$ cat config.mk
export PLATFORM = sky130hd
export DESIGN_NAME = multdiv_ctrl
export DESIGN_NICKNAME = d
export VERILOG_FILES = /design/src/rtl/multdiv_pkg.sv /design/src/rtl/multdiv_watchdog.sv /design/src/rtl/multdiv_ctrl.sv
export SDC_FILE = /design/constraint.sdc
export NUM_CORES = 1
export LEC_CHECK = 0
export BUFFER_PORTS_ARGS = -buffer_cell sky130_fd_sc_hd__buf_2
export CAP_MARGIN = 20
export CELL_PAD_IN_SITES_DETAIL_PLACEMENT = 0
export CELL_PAD_IN_SITES_GLOBAL_PLACEMENT = 1
export CORE_ASPECT_RATIO = 0.8
export CORE_MARGIN = 3
export CORE_UTILIZATION = 34
export DETAILED_ROUTE_END_ITERATION = 12
export PLACE_DENSITY_LB_ADDON = 0.1
export RECOVER_POWER = 50
export SYNTH_ARGS = -nofsm -noshare
export SYNTH_HDL_FRONTEND = slang
export SYNTH_SLANG_ARGS = --single-unit
$ cat constraint.sdc
create_clock -name clock -period 2.7 [get_ports clock]
set_input_delay 0.54 -clock clock [delete_from_list [all_inputs] [get_ports clock]]
set_output_delay 0.54 -clock clock [all_outputs]
set_load 0.05 [all_outputs]
$ cat src/rtl/multdiv_pkg.sv
// Shared types and defaults for the mult/div issue stage.
// Imported by the controller and its watchdog.
package multdiv_pkg;

  localparam int MAX_CYCLES_DEF = 40;
  localparam int TAG_W_DEF = 5;

  typedef enum logic [1:0] {
    IDLE   = 2'd0,
    LAUNCH = 2'd1,
    WAIT   = 2'd2,
    DONE   = 2'd3
  } state_t;

  typedef enum logic {
    OP_MULT = 1'b0,
    OP_DIV  = 1'b1
  } op_t;

endpackage

$ cat src/rtl/multdiv_watchdog.sv
// Cycle counter bounding how long the stage waits on a unit.
// tc fires on the LIMIT-th enabled cycle after a clear.
module multdiv_watchdog
  import multdiv_pkg::*;
#(
  parameter int LIMIT = MAX_CYCLES_DEF
) (
  input  logic clock,
  input  logic reset,
  input  logic clr,
  input  logic en,
  output logic tc
);

  localparam int CW = $clog2(LIMIT + 1);

  logic [CW-1:0] count;

  assign tc = en && (count == CW'(LIMIT - 1));

  always_ff @(posedge clock) begin
    if (reset || clr) begin
      count <= '0;
    end else if (en && !tc) begin
      count <= count + 1'b1;
    end
  end

endmodule

$ cat src/rtl/multdiv_ctrl.sv
// Issue stage for the Booth multiplier and divider: latches
// operands, launches one unit, stalls, then strobes the result.
module multdiv_ctrl
  import multdiv_pkg::*;
#(
  parameter int MAX_CYCLES = MAX_CYCLES_DEF,
  parameter int TAG_W = TAG_W_DEF
) (
  input  logic             clock,
  input  logic             reset,
  input  logic             ctrl_MULT,
  input  logic             ctrl_DIV,
  input  logic [31:0]      data_operandA,
  input  logic [31:0]      data_operandB,
  input  logic [TAG_W-1:0] dest_tag,
  output logic             mult_start,
  output logic [31:0]      mult_multiplicand,
  output logic [31:0]      mult_multiplier,
  input  logic [31:0]      mult_product,
  input  logic             mult_resultRDY,
  input  logic             mult_overflow,
  output logic             div_start,
  output logic [31:0]      div_dividend,
  output logic [31:0]      div_divisor,
  input  logic [31:0]      div_quotient,
  input  logic             div_resultRDY,
  input  logic             div_exception,
  output logic             stall,
  output logic [31:0]      data_result,
  output logic             data_exception,
  output logic             data_resultRDY,
  output logic [TAG_W-1:0] result_tag
);

  state_t state, state_n;
  op_t op_q;
  logic [31:0] opa_q, opb_q;
  logic [TAG_W-1:0] tag_q;

  logic ld, fin, exc_n, wd_tc;
  logic [31:0] res_n;
  logic unit_rdy, unit_exc;
  logic [31:0] unit_res;

  assign unit_rdy = (op_q == OP_MULT) ? mult_resultRDY : div_resultRDY;
  assign unit_res = (op_q == OP_MULT) ? mult_product : div_quotient;
  assign unit_exc = (op_q == OP_MULT) ? mult_overflow : div_exception;

  assign mult_start = (state == LAUNCH) && (op_q == OP_MULT);
  assign div_start = (state == LAUNCH) && (op_q == OP_DIV);
  assign stall = (state == LAUNCH) || (state == WAIT);
  assign data_resultRDY = (state == DONE);

  assign mult_multiplicand = opa_q;
  assign mult_multiplier = opb_q;
  assign div_dividend = opa_q;
  assign div_divisor = opb_q;

  multdiv_watchdog #(
    .LIMIT(MAX_CYCLES)
  ) u_wd (
    .clock(clock),
    .reset(reset),
    .clr  (state == LAUNCH),
    .en   (state == WAIT),
    .tc   (wd_tc)
  );

  always_comb begin
    state_n = state;
    ld = 1'b0;
    fin = 1'b0;
    res_n = '0;
    exc_n = 1'b0;
    unique case (state)
      IDLE: begin
        if (ctrl_MULT || ctrl_DIV) begin
          ld = 1'b1;
          // Divide by zero never reaches the divider.
          if (!ctrl_MULT && data_operandB == '0) begin
            fin = 1'b1;
            exc_n = 1'b1;
            state_n = DONE;
          end else begin
            state_n = LAUNCH;
          end
        end
      end
      LAUNCH: state_n = WAIT;
      WAIT: begin
        if (unit_rdy) begin
          fin = 1'b1;
          res_n = unit_res;
          exc_n = unit_exc;
          state_n = DONE;
        end else if (wd_tc) begin
          fin = 1'b1;
          exc_n = 1'b1;
          state_n = DONE;
        end
      end
      DONE: state_n = IDLE;
      default: state_n = IDLE;
    endcase
  end

  always_ff @(posedge clock) begin
    if (reset) begin
      state <= IDLE;
      op_q <= OP_MULT;
      opa_q <= '0;
      opb_q <= '0;
      tag_q <= '0;
      data_result <= '0;
      data_exception <= 1'b0;
      result_tag <= '0;
    end else begin
      state <= state_n;
      if (ld) begin
        op_q <= ctrl_MULT ? OP_MULT : OP_DIV;
        opa_q <= data_operandA;
        opb_q <= data_operandB;
        tag_q <= dest_tag;
      end
      if (fin) begin
        data_result <= res_n;
        data_exception <= exc_n;
        result_tag <= (state == IDLE) ? dest_tag : tag_q;
      end
    end
  end

endmodule

==> results of run 1 <==
## sequential cells by signal, indices dropped and copies added, names as in the netlist
| name | count |
|---|---|
| div_divisor | 32 |
| u_wd.count | 6 |
| div_dividend | 32 |
| tag_q | 5 |
| data_exception | 1 |
| data_result | 32 |
| result_tag | 5 |
| op_q | 1 |
| state | 2 |
## how the worst max path moves through the flow
stage                     cells after the start              start         endpoint  slack [ps]
after floorplan                               3               op_q       mult_start         710
after global placement                        5  data_operandB[23]  data_result[25]         410
after detailed placement                      5  data_operandB[23]  data_result[26]         370
after CTS                                     3               op_q       mult_start         430
after global routing                          4           state[0]  data_result[11]         240
final                                         4           state[0]  data_result[26]         450
## tightest hold or removal path: stages
cell,delay (ps)
sky130_fd_sc_hd__buf_2,90
sky130_fd_sc_hd__nand2_1,40
sky130_fd_sc_hd__a21oi_1,50
## logic make-up (layout without fill, tap and decap cells)
kind of cell / after synthesis / in the layout / share of synthesized area
DFF: 116 / 116 / 0.420
AOI/OAI and AO/OA: 127 / 127 / 0.192
buffers and inverters: 111 / 356 / 0.126
muxes: 45 / 45 / 0.0862
and+or+nand+nor: 187 / 187 / 0.157
adders and majority gates: 5 / 5 / 0.0113
xor gates and xnor gates: 5 / 5 / 0.00792
## layout make-up
type | instances | area [sq um]
clock buffer | 23 | 478
inverter | 5 | 18.8
clock inverter | 9 | 55.1
tap | 215 | 269
fill | 1679 | 8720
timing repair buffer | 319 | 1460
multi-input combinational | 369 | 2530
sequential | 116 | 2320
## routing by layer
| metal | track usage | vias to the layer above | routed length, um |
|---|---|---|---|
| met5 | 0 | - | 0 |
| met4 | 0.0617 | 0 | 221 |
| met3 | 0.0525 | 16 | 1160 |
| met2 | 0.282 | 180 | 7550 |
| met1 | 0.206 | 2278 | 6740 |
| li1 | - | 2455 | - |
## power by group
group	switching (mW)	leakage, nW	total, mW	internal (mW)
clock network	0.768	0.255	2.00	1.23
registers	0.288	0.950	2.38	2.09
logic	3.20	1.72	4.07	0.875
total	4.26	2.93	8.46	4.20
## cells in the mapped netlist, types with 5 or more instances
library cell / count
sky130_fd_sc_hd__nand2_1: 145
sky130_fd_sc_hd__dfxtp_1: 116
sky130_fd_sc_hd__a21oi_1: 71
sky130_fd_sc_hd__buf_4: 65
sky130_fd_sc_hd__mux2i_1: 39
sky130_fd_sc_hd__clkbuf_1: 32
sky130_fd_sc_hd__o2bb2ai_2: 30
sky130_fd_sc_hd__nor2_1: 12
sky130_fd_sc_hd__nand4_1: 7
sky130_fd_sc_hd__o2111ai_1: 6
sky130_fd_sc_hd__ha_1: 5
sky130_fd_sc_hd__inv_1: 5
sky130_fd_sc_hd__mux2_4: 5
sky130_fd_sc_hd__nor4_2: 5
sky130_fd_sc_hd__xor2_1: 5
## cells in the final DEF, fill, tap and decap left out, drive strengths merged, types with 3 or more instances in the layout
cell / count
a21oi: 71
nand3: 3
ha: 5
clkinv: 5
xor2: 5
dfxtp: 116
nor4: 8
inv: 5
mux2: 6
o21ai: 3
o211ai: 7
o2111ai: 6
nor2: 12
mux2i: 39
nand4: 8
buf: 183
nand2: 145
o2bb2ai: 32
clkinvlp: 4
clkbuf: 159
==> impl_summary.log, run 1 <==
INFO  metric run_status = finished with violations
INFO  metric failed_checks = max-capacitance violations, max-slew violations
INFO  metric placementRows = 41
INFO  metric worst-slew-pin-transition = ~1700 ps
INFO  metric hp-class = input port to register
INFO  metric grt_pass1_wl = approximately 24 mm
INFO  metric detailed_place.area = 6770 sq um
INFO  metric timing.fmax = between 400 and 500 MHz
INFO  metric place_ws = roughly 370 ps
INFO  metric reg2reg_from = state[0]
INFO  metric drt_iter0_markers = about 160
INFO  metric final_area = 7130 sq um
INFO  metric max-vdd-ir-drop = approximately 0.46 mV
INFO  metric port_buffers = 310
INFO  metric worstSetupStartpointType = register
INFO  metric cts_made_buffers = 17
INFO  metric layout.nets = between 900 and 1000
INFO  metric worst_slew_slack_as_a_fraction_of_its_limit = -0.152
INFO  metric clock_latency = just over 400 ps
INFO  metric holdCritStartpoint = data_operandA[28]
INFO  metric cts_tree = built
INFO  metric pin_count_of_the_biggest_net_entering_global_routing = 80
INFO  metric cellLeakagePower = between 2 and 3 nW
INFO  metric timing.final.crit_share = 0.835
INFO  metric avgRoutedWirePerCell = 14.8 um
INFO  metric async_flop_share = 0
INFO  metric synth_top_area_share = 0.420
INFO  metric cp.arrival = 2560 ps
INFO  metric synthTopCellsByArea = sky130_fd_sc_hd__dfxtp_1, sky130_fd_sc_hd__nand2_1, sky130_fd_sc_hd__buf_4
INFO  metric ctsHoldBuffers = 0
INFO  metric mapped_area = 5530 sq um
INFO  metric routed_wl = roughly 16 mm
INFO  metric htreeDepth = 4
INFO  metric cts_root_buffer = sky130_fd_sc_hd__clkbuf_16
INFO  metric clock-skew-final = approximately 7 ps
INFO  metric regToRegSetupSlack = between 400 and 500 ps
INFO  metric crit_path_cell_trace = inv_1, ha_1, nand3_2, o2bb2ai_1
INFO  metric post-layout-total-power = 8.46 mW
INFO  metric flop_and_latch_count_out_of_synthesis = ~120
INFO  metric number_of_global_route_vias_before_repair = ~4700
INFO  metric logic_depth_of_the_worst_register_to_register_path = 4
INFO  metric postLayoutCoreUtil = 0.450
INFO  metric finalHoldViolations = 0
INFO  metric vias_after_detailed_routing = just under 5000
INFO  metric synth-edff-count = 0
INFO  metric gp_routability_congestion = 0.742
INFO  metric cts.repair.resized = 0
INFO  metric critical_path.top_delay_family = simple AND/OR/NAND/NOR gates
INFO  metric synth.largest_area_cell = sky130_fd_sc_hd__dfxtp_1
INFO  metric globalRouteTotalUtil = 0.169
INFO  metric ctsLongestPathBuffers = 2
INFO  metric crit_type = register to register
INFO  metric critPathSlowestCell = sky130_fd_sc_hd__nand3_2
INFO  metric synth_cell_type_count = 43
INFO  metric globalRouteOverflowTotal = 0
INFO  metric antenna_cells = 0
INFO  metric finalCriticalPeriod = around 2300 ps
INFO  metric synth-seq-area-share = 0.420
INFO  metric critical_r2r_capture = data_result[26]
INFO  metric synthToLayoutAreaGrowth = 29.0%
INFO  metric antenna_violations_before_repair = 0
INFO  metric route.detailed.drc = 0
INFO  metric syn_area_per_cell = 9.28 sq um
INFO  metric cp_max_fo = 32
INFO  metric final_antenna_net_count = 0
INFO  metric finalNonFillerCells = ~1100
INFO  metric horizontal_extent_of_the_die = 149 um
INFO  metric cts_post_setup_buffers_inserted = 0
INFO  metric critPathMaxStageDelay = ~850 ps
INFO  metric core_area = roughly 16000 sq um
INFO  metric dpl.cell_count = 1024
INFO  metric drv_cap = 1
INFO  metric timing.final.ws_setup = 446 ps
INFO  metric floorplan.die.height = around 120 um
INFO  metric post_synth_inst_count = a little under 600
INFO  metric cp.required = 3010 ps
INFO  metric final.hold.worst_slack = roughly 370 ps
INFO  metric synth_ff_type = sky130_fd_sc_hd__dfxtp_1
INFO  metric pin_count = a little over 300
INFO  metric clk_transition_reported_paths = 50 ps
INFO  metric start_util = 0.349
INFO  metric place.detailed.hpwl = around 12 mm
INFO  metric clock-sinks = ~120
INFO  metric whs_endpoint = div_dividend[28]
INFO  metric cp_num_buf_inv = 1
INFO  metric die_area = about 18000 sq um
INFO  metric finalSetupViolCount = 0
INFO  metric timing.hold.worst_path_depth = 3
INFO  metric detailedRoute.firstPassIterationCount = 4
INFO  metric unrepaired_setup_endpoints_after_global_routing = no
INFO  metric tns = 0 ps
INFO  metric timing_max_transition_violations_final = 80
INFO  metric power_per_cell_area = roughly 1200 nW/um^2
INFO  metric synth.net_count = between 700 and 800
INFO  metric synth-warning-count = 0
INFO  metric detail_route.vias_per_cell = about 4.7
INFO  metric setup.worst_path.end_class = register
INFO  metric layout-drive-gt1-share = 0.322
No activity file was read; power rests on OpenSTA's default activity.
==> run 2, diff against run 1 <==
Settings changed: CORE_UTILIZATION 34 to 32.
Clock period 2.7 ns to 2.1 ns, I/O delays scaled along.
==> impl_summary.log, run 2 (synthesis results as in run 1) <==
INFO  metric post-layout-total-power = 11.4 mW
INFO  metric power.share.sequential = 0.269
INFO  metric layout-drive-gt1-share = 0.324
INFO  metric port_buffers = between 300 and 400
INFO  metric timing.hold.worst_path_depth = 3
INFO  metric horizontal_extent_of_the_die = around 150 um
INFO  metric timing.final.ws_setup = about 180 ps
INFO  metric timing.fmax = about 520 MHz
INFO  metric finalCriticalPeriod = ~1900 ps
INFO  metric route.detailed.drc = 0
INFO  metric detailed_place.area = ~7000 sq um
INFO  metric routed_wl = 16.2 mm
INFO  metric fillerInstances = 1752
INFO  metric pwr-share-clk = 0.264
INFO  metric cts.repair.resized = 0
INFO  metric clk_transition_reported_paths = 60 ps
INFO  metric power_per_cell_area = ~1600 nW/um^2
INFO  metric drv_cap = 0
INFO  metric cts_post_setup_buffers_inserted = 0
INFO  metric finalSetupViolCount = 0
INFO  metric vias_after_detailed_routing = slightly below 5000
INFO  metric cp.required = 2440 ps
INFO  metric run_status = complete, no violations
INFO  metric die_area = roughly 19000 sq um
INFO  metric timing_max_transition_violations_final = 0
INFO  metric pin_count = slightly above 300
INFO  metric postLayoutCoreUtil = 0.435
INFO  metric register_area = 2320 sq um
INFO  metric globalRouteTotalUtil = 0.166
INFO  metric start_util = 0.330
INFO  metric cp_num_buf_inv = 1
INFO  metric clock-skew-final = approximately 8.8 ps
INFO  metric cp_max_fo = 32
INFO  metric core_area = 16800 sq um
INFO  metric htreeDepth = 4
INFO  metric crit_type = register to register
INFO  metric cellLeakagePower = between 3 and 4 nW
INFO  metric gp_routability_congestion = approximately 0.8
INFO  metric detailedRoute.firstPassIterationCount = 4
INFO  metric critPathSlowestCell = sky130_fd_sc_hd__o311a_4
INFO  metric tns = 0 ps
INFO  metric logic_depth_of_the_worst_register_to_register_path = 6
INFO  metric power_switching = 5.51 mW
INFO  metric setup.worst_path.end_class = register
INFO  metric cts_tree = built
INFO  metric unrepaired_setup_endpoints_after_global_routing = no
INFO  metric place_ws = about 38 ps
INFO  metric multiInputGateArea = between 2000 and 3000 sq um
INFO  metric detail_route.vias_per_cell = around 4.7
INFO  metric place.detailed.hpwl = 12.2 mm
INFO  metric final_antenna_net_count = 0
INFO  metric cts_made_buffers = 17
INFO  metric layout.nets = between 900 and 1000
INFO  metric critPathMaxStageDelay = 580 ps
INFO  metric worst_slew_slack_as_a_fraction_of_its_limit = 0.554
INFO  metric cts_root_buffer = sky130_fd_sc_hd__clkbuf_16
INFO  metric synthToLayoutAreaGrowth = 32.0%
INFO  metric pin_count_of_the_biggest_net_entering_global_routing = 58
INFO  metric most-common-layout-cells = sky130_fd_sc_hd__buf_2, sky130_fd_sc_hd__nand2_1, sky130_fd_sc_hd__clkbuf_1
INFO  metric avgRoutedWirePerCell = ~15 um
INFO  metric ctsLongestPathBuffers = 2
INFO  metric path_depth = 6
INFO  metric timing.final.crit_share = 0.913
INFO  metric crit_path_cell_trace = inv_1, ha_1, nand3_1, a2bb2oi_4, o311a_4, o2bb2ai_1
INFO  metric finalHoldViolations = 0
INFO  metric placementRows = 42
INFO  metric number_of_global_route_vias_before_repair = between 4000 and 5000
INFO  metric antenna_violations_before_repair = 1
INFO  metric hp-class = input port to register
INFO  metric worst-slew-pin-transition = around 670 ps
INFO  metric clock-sinks = 116
INFO  metric power.combinational.fraction = 0.468
INFO  metric switching_share = 0.484
INFO  metric drt_iter0_markers = between 200 and 300
INFO  metric power.internal = 5.86 mW
INFO  metric max-vdd-ir-drop = 0.841 mV
INFO  metric clock_latency = about 410 ps
INFO  metric final_common_cell = sky130_fd_sc_hd__buf_2
INFO  metric cp.arrival = about 2300 ps
INFO  metric worstSetupStartpointType = register
INFO  metric critical_path.top_delay_family = compound AO/OA/AOI/OAI gates
INFO  metric globalRouteOverflowTotal = 0
INFO  metric ctsHoldBuffers = 0
INFO  metric final_area = between 7000 and 8000 sq um
INFO  metric floorplan.die.height = 124 um
INFO  metric grt_pass1_wl = approximately 25 mm
==> run 2: routing by layer <==
| metal | routed length [um] | vias up | global-route usage |
|---|---|---|---|
| li1 | - | 2477 | - |
| met1 | 6880 | 2284 | 0.202 |
| met2 | 7870 | 187 | 0.276 |
| met3 | 1230 | 22 | 0.0514 |
| met4 | 222 | 2 | 0.0679 |
| met5 | 13 | - | 0 |
==> run 2: per-stage QoR <==
step                      hold slack (ps)  instances
after CTS                             225       1068
after global placement                441       1037
final                                 249       1069
after global routing                  241       1068
after detailed placement              446       1037
after floorplan                       436        596
==> run 2: cell type report <==
| class | count | share of cell area |
|---|---|---|
| Multi-Input combinational cell | 369 | 0.346 |
| Sequential cell | 116 | 0.318 |
| Timing Repair Buffer | 327 | 0.212 |
| Clock buffer | 21 | 0.0617 |
| Tap cell | 220 | 0.0377 |
| Clock inverter | 10 | 0.0214 |
| Inverter | 5 | 0.00257 |
| Antenna cell | 1 | 0.000343 |
==> run 2: path summary, 6_finish.rpt <==
path | slack [ps] | from | end
worst max register to register | 180 | state[0] | data_result[25]
worst min register to register | 450 | tag_q[3] | tag_q[3]
worst max-delay path | 180 | state[0] | data_result[25]
worst min-delay path | 250 | data_operandA[16] | div_dividend[16]
==> run 2: power groups by stage <==
| stage | logic, mW | registers (mW) | clock network (mW) |
|---|---|---|---|
| 6_report | 5.32 | 3.05 | 3.00 |
| 5_1_grt | 5.65 | 3.13 | 3.18 |
| 4_1_cts | 5.57 | 3.05 | 3.09 |
| 3_5_place_dp | 5.56 | 3.09 | 0 |
| 3_3_place_gp | 5.54 | 3.06 | 0 |
| 2_1_floorplan | 3.10 | 4.51 | 0 |
==> run 2: worst reg2reg max path, stage by stage (launching register included) <==
cell and delay (ps):
sky130_fd_sc_hd__dfxtp_1 350, sky130_fd_sc_hd__inv_1 90, sky130_fd_sc_hd__ha_1 260, sky130_fd_sc_hd__nand3_1 150, sky130_fd_sc_hd__a2bb2oi_4 200, sky130_fd_sc_hd__o311a_4 590
sky130_fd_sc_hd__o2bb2ai_1 200
==> run 3, diff against run 2 <==
Settings changed: CTS_BUF_LIST from default to sky130_fd_sc_hd__clkbuf_8.
==> impl_summary.log, run 3 (synthesis results as in run 1) <==
INFO  metric run_status = complete, no violations
INFO  metric timing.hold.worst_path_depth = 3
INFO  metric detailedRoute.firstPassIterationCount = 5
INFO  metric regToRegSetupSlack = between 150 and 200 ps
INFO  metric top_signal_layer_used = met5
INFO  metric detail_route.wirelength.met1 = 6.87 mm
INFO  metric cts_made_buffers = 17
INFO  metric routed_wl = 16.1 mm
INFO  metric cts.repair.resized = 0
INFO  metric timing.final.crit_share = 0.910
INFO  metric cts_post_setup_buffers_inserted = 0
INFO  metric clock_latency = around 420 ps
INFO  metric globalRouteTotalUtil = 0.165
INFO  metric route.met2.wl = between 7 and 8 mm
INFO  metric avgRoutedWirePerCell = ~15 um
INFO  metric worst-slew-pin-transition = roughly 670 ps
INFO  metric critical_r2r_capture = data_result[25]
INFO  metric clock-skew-final = 15.6 ps
INFO  metric horizontal_extent_of_the_die = ~150 um
INFO  metric timing.fmax = ~520 MHz
INFO  metric place_ws = 38.4 ps
INFO  metric number_of_global_route_vias_before_repair = around 4800
INFO  metric synthToLayoutAreaGrowth = 28.5%
INFO  metric final_antenna_net_count = 0
INFO  metric clock-sinks = 116
INFO  metric place.detailed.hpwl = about 12 mm
INFO  metric finalHoldViolations = 0
INFO  metric hp-class = input port to register
INFO  metric vias_after_detailed_routing = 4970
INFO  metric final.hold.worst_slack = around 240 ps
INFO  metric fillerInstances = 1762
INFO  metric detailed_place.area = ~7000 sq um
INFO  metric reg2reg_from = state[0]
INFO  metric max-vdd-ir-drop = 0.782 mV
INFO  metric gp_routability_congestion = just under 0.8
INFO  metric worstSetupStartpointType = register
INFO  metric power_per_cell_area = roughly 1500 nW/um^2
INFO  metric worst_slew_slack_as_a_fraction_of_its_limit = 0.557
INFO  metric globalRouteOverflowTotal = 0
INFO  metric postLayoutCoreUtil = 0.424
INFO  metric clk_transition_reported_paths = ~70 ps
INFO  metric drv_cap = 0
INFO  metric htreeDepth = 4
INFO  metric grt_pass1_wl = roughly 25 mm
INFO  metric drt_iter0_markers = ~270
INFO  metric layout-drive-gt1-share = 0.324
INFO  metric whs_endpoint = div_dividend[3]
INFO  metric ctsLongestPathBuffers = 2
INFO  metric die_area = around 19000 sq um
INFO  metric cp.required = 2450 ps
INFO  metric cp_max_fo = 32
INFO  metric timing.final.ws_setup = approximately 190 ps
INFO  metric cellLeakagePower = roughly 2.9 nW
INFO  metric cts_root_buffer = sky130_fd_sc_hd__clkbuf_8
INFO  metric met3_wirelength = roughly 1.2 mm
INFO  metric finalSetupViolCount = 0
INFO  metric pin_count = a little over 300
INFO  metric unrepaired_setup_endpoints_after_global_routing = no
INFO  metric antenna_violations_before_repair = 1
INFO  metric route.detailed.drc = 0
INFO  metric holdCritStartpoint = data_operandA[3]
INFO  metric cts_tree = built
INFO  metric setup.worst_path.end_class = register
INFO  metric detail_route.vias_per_cell = ~4.6
INFO  metric finalCriticalPeriod = roughly 1900 ps
INFO  metric logic_depth_of_the_worst_register_to_register_path = 6
INFO  metric timing_max_transition_violations_final = 0
INFO  metric core_area = 16800 sq um
INFO  metric layout.nets = approximately 980
INFO  metric tns = 0 ps
INFO  metric placementRows = between 40 and 50
INFO  metric floorplan.die.height = 124 um
INFO  metric port_buffers = between 300 and 400
INFO  metric most-common-layout-cells = sky130_fd_sc_hd__buf_2, sky130_fd_sc_hd__nand2_1, sky130_fd_sc_hd__clkbuf_1
INFO  metric cp.arrival = around 2300 ps
INFO  metric crit_type = register to register
INFO  metric start_util = 0.330
INFO  metric pin_count_of_the_biggest_net_entering_global_routing = 58
INFO  metric final_area = about 7000 sq um
INFO  metric final_common_cell = sky130_fd_sc_hd__buf_2
INFO  metric ctsHoldBuffers = 0
==> run 3: changes by cell type in the layout (fill, tap and decap cells not counted), sizes merged <==
cell,delta
inv,+3
clkbuf,-3
==> run 3: worst max-delay path by stage <==
stage                      start               to  slack [ps]  cells after the start
2_1_floorplan               op_q       mult_start         230                      3
5_1_grt                 state[0]  data_result[25]          50                      6
3_5_place_dp    data_operandB[2]  data_result[25]          40                      5
6_report                state[0]  data_result[25]         190                      6
4_1_cts                 state[0]  data_result[25]         150                      6
3_3_place_gp   data_operandB[23]   data_result[4]          90                      5
==> run 3: power by group <==
| part | total [mW] | switching [mW] | internal, mW |
|---|---|---|---|
| registers | 3.05 | 0.365 | 2.69 |
| logic | 5.32 | 4.14 | 1.17 |
| clock network | 2.19 | 0.896 | 1.30 |
| total | 10.6 | 5.41 | 5.16 |
==> run 3: layer usage <==
layer  vias to the layer above  track usage
met5                         -            0
met4                         2       0.0529
met3                        13       0.0566
met2                       185        0.277
met1                      2297        0.200
li1                       2473            -
==> run 3: worst max-delay path, cell delays in order (launching register included) <==
cell and delay (ps):
sky130_fd_sc_hd__dfxtp_1 360, sky130_fd_sc_hd__inv_1 90, sky130_fd_sc_hd__ha_1 260, sky130_fd_sc_hd__nand3_1 150, sky130_fd_sc_hd__a2bb2oi_4 200, sky130_fd_sc_hd__o311a_4 580
sky130_fd_sc_hd__o2bb2ai_1 180
==> run 3: cell type report <==
class,count,area [sq um],share of cell area
Multi-Input combinational cell,369,2530,0.355
Sequential cell,116,2320,0.327
Timing Repair Buffer,327,1550,0.217
Tap cell,220,275,0.0387
Clock buffer,18,248,0.0349
Clock inverter,13,168,0.0236
Inverter,5,18.8,0.00264
Antenna cell,1,2.50,0.000352
==> run 3: metrics by stage <==
step / instances / total power [mW]
detailed placement: 1037 / 8.65
global route: 1068 / 11.2
floorplan: 596 / 7.61
global placement: 1037 / 8.60
CTS: 1068 / 10.9
finish: 1069 / 10.6
